<file path="src/rtl/mem_write_tracer_pkg.sv">
// rtl/mem_write_tracer_pkg.sv - shared types and constants for the store-trace recorder
package tracer_pkg;

  // Capture FSM states; the encoding is visible on state_o
  typedef enum logic [1:0] {
    IDLE    = 2'd0,
    ARMED   = 2'd1,
    CAPTURE = 2'd2,
    DONE    = 2'd3
  } trace_state_t;

  localparam int DROP_W = 16;

  // Entry layout at default widths; the top builds the same shape at its own widths
  typedef struct packed {
    logic [31:0] addr;
    logic [31:0] data;
    logic [15:0] ts;
  } trace_entry_t;

endpackage

</file>
<file path="src/rtl/mem_write_tracer_fifo.sv">
// rtl/mem_write_tracer_fifo.sv - show-ahead trace FIFO with drop or overwrite on full
module tracer_fifo #(
  parameter int DEPTH = 16,
  parameter int W     = 80,
  parameter bit WRAP  = 1'b0
) (
  input  logic                   clk,
  input  logic                   reset,
  input  logic                   flush,
  input  logic                   push,
  input  logic                   pop,
  input  logic [W-1:0]           din,
  output logic [W-1:0]           dout,
  output logic                   valid,
  output logic [$clog2(DEPTH):0] count,
  output logic                   full,
  output logic                   drop
);

  localparam int PW = $clog2(DEPTH);
  localparam logic [PW:0] FULL_CNT = (PW+1)'(DEPTH);

  logic [W-1:0]  mem [DEPTH];
  logic [PW-1:0] wr_ptr;
  logic [PW-1:0] rd_ptr;
  logic          pop_ok;
  logic          wr_en;
  logic          cnt_inc;
  logic          cnt_dec;

  // A full FIFO still accepts a push when the head leaves this cycle or when overwriting
  assign pop_ok  = pop && (count != '0);
  assign full    = (count == FULL_CNT);
  assign wr_en   = push && (!full || pop_ok || WRAP);
  assign drop    = push && full && !pop_ok;
  assign cnt_inc = wr_en && !full && !pop_ok;
  assign cnt_dec = pop_ok && !push;
  assign valid   = (count != '0);
  assign dout    = valid ? mem[rd_ptr] : '0;

  // Entry storage; stale words are unreachable once the pointers are cleared
  always_ff @(posedge clk) begin
    if (reset && wr_en) mem[wr_ptr] <= din;
  end

  // Pointers and occupancy; overwrite advances the read pointer past the lost entry
  always_ff @(posedge clk) begin
    if (!reset || flush) begin
      wr_ptr <= '0;
      rd_ptr <= '0;
      count  <= '0;
    end else begin
      if (wr_en) wr_ptr <= wr_ptr + 1'b1;
      if (pop_ok || (push && full && WRAP)) rd_ptr <= rd_ptr + 1'b1;
      if (cnt_inc)      count <= count + 1'b1;
      else if (cnt_dec) count <= count - 1'b1;
    end
  end

endmodule

</file>
<file path="src/rtl/mem_write_tracer.sv">
// rtl/mem_write_tracer.sv - store-trace recorder top; TRACER_ASSERT_EN adds runtime checks
module mem_write_tracer
  import tracer_pkg::*;
#(
  parameter int AW        = 32,
  parameter int DW        = 32,
  parameter int DEPTH     = 16,
  parameter int TSW       = 16,
  parameter int WRAP      = 0,
  parameter int CAP_LIMIT = 0
) (
  input  logic                   clk,
  input  logic                   reset,
  input  logic                   arm_i,
  input  logic                   stop_i,
  input  logic                   flush_i,
  input  logic [AW-1:0]          trig_addr_i,
  input  logic [AW-1:0]          win_lo_i,
  input  logic [AW-1:0]          win_hi_i,
  input  logic                   memwrite_i,
  input  logic [AW-1:0]          addr_i,
  input  logic [DW-1:0]          data_i,
  input  logic                   rd_ready_i,
  output logic                   rd_valid_o,
  output logic [AW-1:0]          rd_addr_o,
  output logic [DW-1:0]          rd_data_o,
  output logic [TSW-1:0]         rd_ts_o,
  output logic [$clog2(DEPTH):0] count_o,
  output logic                   full_o,
  output logic [DROP_W-1:0]      drop_cnt_o,
  output logic [1:0]             state_o
);

  typedef struct packed {
    logic [AW-1:0]  addr;
    logic [DW-1:0]  data;
    logic [TSW-1:0] ts;
  } entry_t;

  localparam logic [31:0] CAP_LIM = 32'(CAP_LIMIT);

  trace_state_t      state;
  logic [TSW-1:0]    ts;
  logic [31:0]       cap_cnt;
  logic [DROP_W-1:0] drop_cnt;
  entry_t            push_entry;
  entry_t            head;
  logic              push;
  logic              in_window;
  logic              trig_hit;
  logic              limit_hit;
  logic              dropped;

  // Trigger store ignores the window; afterwards only in-window stores qualify
  assign in_window = (addr_i >= win_lo_i) && (addr_i <= win_hi_i);
  assign trig_hit  = (addr_i == trig_addr_i);
  assign push      = memwrite_i && !flush_i &&
                     (((state == ARMED) && trig_hit) || ((state == CAPTURE) && in_window));
  assign limit_hit = (CAP_LIMIT != 0) && (cap_cnt + 32'd1 == CAP_LIM);

  assign push_entry.addr = addr_i;
  assign push_entry.data = data_i;
  assign push_entry.ts   = ts;

  tracer_fifo #(
    .DEPTH (DEPTH),
    .W     ($bits(entry_t)),
    .WRAP  (WRAP != 0)
  ) u_fifo (
    .clk   (clk),
    .reset (reset),
    .flush (flush_i),
    .push  (push),
    .pop   (rd_ready_i),
    .din   (push_entry),
    .dout  (head),
    .valid (rd_valid_o),
    .count (count_o),
    .full  (full_o),
    .drop  (dropped)
  );

  assign rd_addr_o  = head.addr;
  assign rd_data_o  = head.data;
  assign rd_ts_o    = head.ts;
  assign drop_cnt_o = drop_cnt;
  assign state_o    = state;

  // Capture FSM: flush beats stop beats arm; a store alongside stop still counts
  always_ff @(posedge clk) begin
    if (!reset || flush_i) begin
      state   <= IDLE;
      cap_cnt <= '0;
    end else begin
      if (push) cap_cnt <= cap_cnt + 32'd1;
      if (stop_i && ((state == ARMED) || (state == CAPTURE))) begin
        state <= DONE;
      end else begin
        case (state)
          IDLE, DONE: if (arm_i) begin
            state   <= ARMED;
            cap_cnt <= '0;
          end
          ARMED:   if (push) state <= limit_hit ? DONE : CAPTURE;
          CAPTURE: if (push && limit_hit) state <= DONE;
          default: state <= IDLE;
        endcase
      end
    end
  end

  // Free-running timestamp; flush leaves it alone so traces stay comparable
  always_ff @(posedge clk) begin
    if (!reset) ts <= '0;
    else        ts <= ts + 1'b1;
  end

  // Saturating count of entries lost to a full FIFO
  always_ff @(posedge clk) begin
    if (!reset || flush_i)                      drop_cnt <= '0;
    else if (dropped && (drop_cnt != '1))       drop_cnt <= drop_cnt + 1'b1;
  end

`ifdef TRACER_ASSERT_EN
  a_count_max: assert property (@(posedge clk) disable iff (!reset)
    count_o <= ($clog2(DEPTH)+1)'(DEPTH));
  a_head_stable: assert property (@(posedge clk) disable iff (!reset)
    (rd_valid_o && !rd_ready_i && !flush_i && !(push && full_o))
      |=> $stable({rd_addr_o, rd_data_o, rd_ts_o}));
  a_no_idle_push: assert property (@(posedge clk) disable iff (!reset)
    push |-> ((state == ARMED) || (state == CAPTURE)));
  a_drop_mono: assert property (@(posedge clk) disable iff (!reset)
    !flush_i |=> (drop_cnt_o >= $past(drop_cnt_o)));
`endif

endmodule

</file>
<file path="config.mk">
export PLATFORM = sky130hd
export DESIGN_NAME = mem_write_tracer
export DESIGN_NICKNAME = d
export VERILOG_FILES = /design/src/rtl/mem_write_tracer_pkg.sv /design/src/rtl/mem_write_tracer_fifo.sv /design/src/rtl/mem_write_tracer.sv
export SDC_FILE = /design/constraint.sdc
export NUM_CORES = 1
export LEC_CHECK = 0
export ABC_AREA = 1
export BUFFER_PORTS_ARGS = -buffer_cell sky130_fd_sc_hd__clkbuf_2
export CAP_MARGIN = 30
export CELL_PAD_IN_SITES_DETAIL_PLACEMENT = 0
export CELL_PAD_IN_SITES_GLOBAL_PLACEMENT = 1
export CORE_MARGIN = 5
export CORE_UTILIZATION = 40
export CTS_CLUSTER_DIAMETER = 60
export DETAILED_ROUTE_END_ITERATION = 6
export GPL_TIMING_DRIVEN = 0
export PLACE_DENSITY_LB_ADDON = 0.12
export REMOVE_ABC_BUFFERS = 1
export SETUP_SLACK_MARGIN = 0.3
export SLEW_MARGIN = 20
export SYNTH_ARGS = -nofsm -noshare
export SYNTH_HDL_FRONTEND = slang
export SYNTH_SLANG_ARGS = --single-unit
</file>
<file path="constraint.sdc">
create_clock -name clk -period 11.8 [get_ports clk]
set_input_delay 2.36 -clock clk [delete_from_list [all_inputs] [get_ports clk]]
set_output_delay 2.36 -clock clk [all_outputs]
set_load 0.005 [all_outputs]
</file>
==> impl_results.md <==
* WHS at a little under 500 ps
* CP Max Fanout at 99
* CP Class: register to output port
* Area leader, netlist: edfxtp_1
* Min setup slack post-route at approximately 5000 ps
* Fmax at ~150 MHz
* Distinct cells, synth at 42
* CTS Hold Bufs at 0
* Final hold violations at 0
* DRC at 0
* Post-synthesis mux area share at 0%
* Antenna viol nets, final at 0
* Worst IR drop on VDD at between 150 and 200 µV
* Wirelength per Cell at 24.77 µm
* Die height at 377.6 µm
* Largest family of logic cells by synthesized area: compound AO/OA/AOI/OAI gates
* Lkg Pwr at 0.02178 µW
* FF+latch count, synth at roughly 1300
* Fin crit period at approximately 6800 ps
* CP Launch Type: register
* CTS root buf: clkbuf_16
* R2r setup slk at 7230 ps
* CTS buffer count at approximately 150
* Die X at around 380 µm
* Initial antenna violation count at 6
* Number of core rows at 134
* Syn Area/Cell at ~13 µm²
* Clock skew at around 18 ps
* CTS tree: done
* Sequential area share after synthesis at approximately 73%
* Clk buf depth at 3
* Vias at around 35000
* Worst slew margin at 45.88%
* Total GRT Usage at 21.81%
* Pre-antenna DRT Iters at 5
* Placer Congestion at between 0.7 and 0.8
* RSZ-0062 raised after global routing: no
* Post-synth EDFFs at between 1000 and 1500
* Worst skew pair latency at 750 ps
* Vias in the first global route at between 30000 and 40000
* Max-Cap Viols at 0
* Pwr dens at 152.6 nW/µm²
* Top_reg_cell synth: edfxtp_1
* Sink Count at between 1000 and 1500
* Area of the core at 133800 µm²
* Drt via density at roughly 5.5
* Die ar. at between 100000 and 150000 µm²
* Hold Path Class: register to register
* Synth area leaders: edfxtp_1, o21ai_0, nor2_1
* Critical path arrival at 4420 ps
* Synthesized area at around 54000 µm²
* Place WS at approximately 4300 ps
* Largest net degree at the start of global routing at approximately 120
* Total wire length at 156900 µm
* Num ports at ~270
* Synth Warn # at 0
* Gr ovfl total at 0
* Synth top area share at between 70% and 80%
* Clock-pin slew on the worst setup and hold paths at about 60 ps
* Worst Tran Pin Value at 809.9 ps
* CTS resizes at 0
* Port buffer count at 271
* Placed cell areas at 59900 µm²
* Synth Area in XOR/XNOR at less than 1%
* Hpwl dp at between 90000 and 100000 µm
* Post-Synth Simple-Gate Area at under 10%
* Area growth, synth to finish at 19.35%
* Adder-Cell Fraction of Synth Area at about 1.8%
* Post-CTS Setup Inserts at 0
* Endpoints failing setup at 0
* Area of all placed cells without fillers at roughly 64000 µm²
* Syn Inst Count at 4129
* Starting DRT DRC Count at 2880
* Post-synth ARST share at 0%
* Initial cell density of the core at 40.39%
* First-pass GRT wire length at about 230000 µm
* Share of cells above drive strength 1 at roughly 16%
* Outcome: finished clean
* Final period util at a little under three fifths
* Crit end category: output port
* Slew Limit Fails at 0
* Final net count at roughly 4700
* Worst Path Required at roughly 9400 ps
* Compound-Gate Fraction of Synth Area at ~14%
* H-tree levels at 4
[path summary, 6_finish.rpt]
check                                              startpoint                     endpoint  cells past startpoint
worst max-delay path                                 register                rd_addr_o[20]                     11
worst min-delay path            u_fifo.rd_ptr[2]$_SDFFE_PP0P_                     register                      2
worst max register to register        state_o[1]$_SDFFE_PP0P_  u_fifo.mem[3][19]$_DFFE_PP_                     17
worst min register to register  u_fifo.rd_ptr[2]$_SDFFE_PP0P_                     register                      2
[logic make-up after synthesis]
family	count (synthesis)
xor+xnor	22
fa+ha+maj	77
simple gates	1004
flops	1331
compound gates	1259
buf+inv	436
[cell usage in the layout (no fill, tap or decap), drive strengths merged, types with 89 or more instances in the layout]
cell	n
o22ai	104
nand2	138
inv	163
edfxtp	1280
nor2	721
clkbuf	478
buf	175
o211ai	98
nand3	89
a21oi	146
o221ai	222
o21ai	678
[Yosys cell counts, types with 2 or more instances]
cell type and instances:
ha_1 76, buf_1 4, o21ai_1 4, o211ai_1 98
inv_1 149, inv_2 10, o21bai_1 3, nor2_2 3
nor2_1 711, nand2_1 129, nor3_2 4, clkbuf_1 234
nor3_1 19, nand3_1 87, nor2_4 6, nand3_4 2
buf_2 37, nor4_1 5, o21ai_0 674, nand2_4 7
o21a_1 5, o221ai_1 222, clkinv_1 2, nor4_2 2
dfxtp_1 51, a21oi_1 145, xor2_1 11, nand4_1 22
o22ai_1 104, edfxtp_1 1280, nand2_2 2, xnor2_1 11
[per-layer routing]
metal / vias to the layer above / global-route usage, % / part of all wire [%]
met2: 866 / 35.69 / 48
met3: 191 / 3.294 / 4.7
li1: 16260 / - / -
met1: 17732 / 30.99 / 46
met4: 0 / 5.049 / 1.8
met5: - / 0 / 0
[per-stage QoR]
stage	total power [µW]	setup TNS (ps)	util [%]	instances
5_1_grt	10180	0	48.20	6333
2_1_floorplan	5400	-1202520	-	3854
3_5_place_dp	5573	0	44.77	6067
6_report	9843	0	48.21	6335
4_1_cts	9949	0	48.19	6330
3_3_place_gp	5569	-	42.25	5893
[report_power, final]
part	internal (µW)	leakage, µW	switching, µW
sequential	5160	0.0119	6.25
clock	2580	0.00225	1800
combinational	94.8	0.00760	205
total	7830	0.0218	2010
[area by class of cell]
type                    count  area [µm²]
fillers                 11819       69300
flip-flops and latches   1331       39470
multi-input cells        2362       13010
repair buffers            446        4574
clock buffers             207        4113
well taps                1768        2212
inverters                 161       634.4
clock inverters            56       469.2
diodes                      4       10.01
[sequential cells by signal (all words and copies together), names as in the netlist, named ones only]
| register | flops |
|---|---|
| u_fifo.mem | 1280 |
| drop_cnt_o | 16 |
| ts | 16 |
| u_fifo.count | 5 |
| u_fifo.rd_ptr | 4 |
| u_fifo.wr_ptr | 4 |
| state_o | 2 |
[worst max-delay path, stage by stage (launching register included)]
cell      delay, ps
dfxtp_4         480
buf_16          260
buf_16          220
inv_8           350
buf_16          340
buf_16          360
buf_16          380
o21ai_0         150
o221ai_1        190
nand3_1         100
a21oi_1         420
clkbuf_2        200
(Power assumes the default switching activity.)
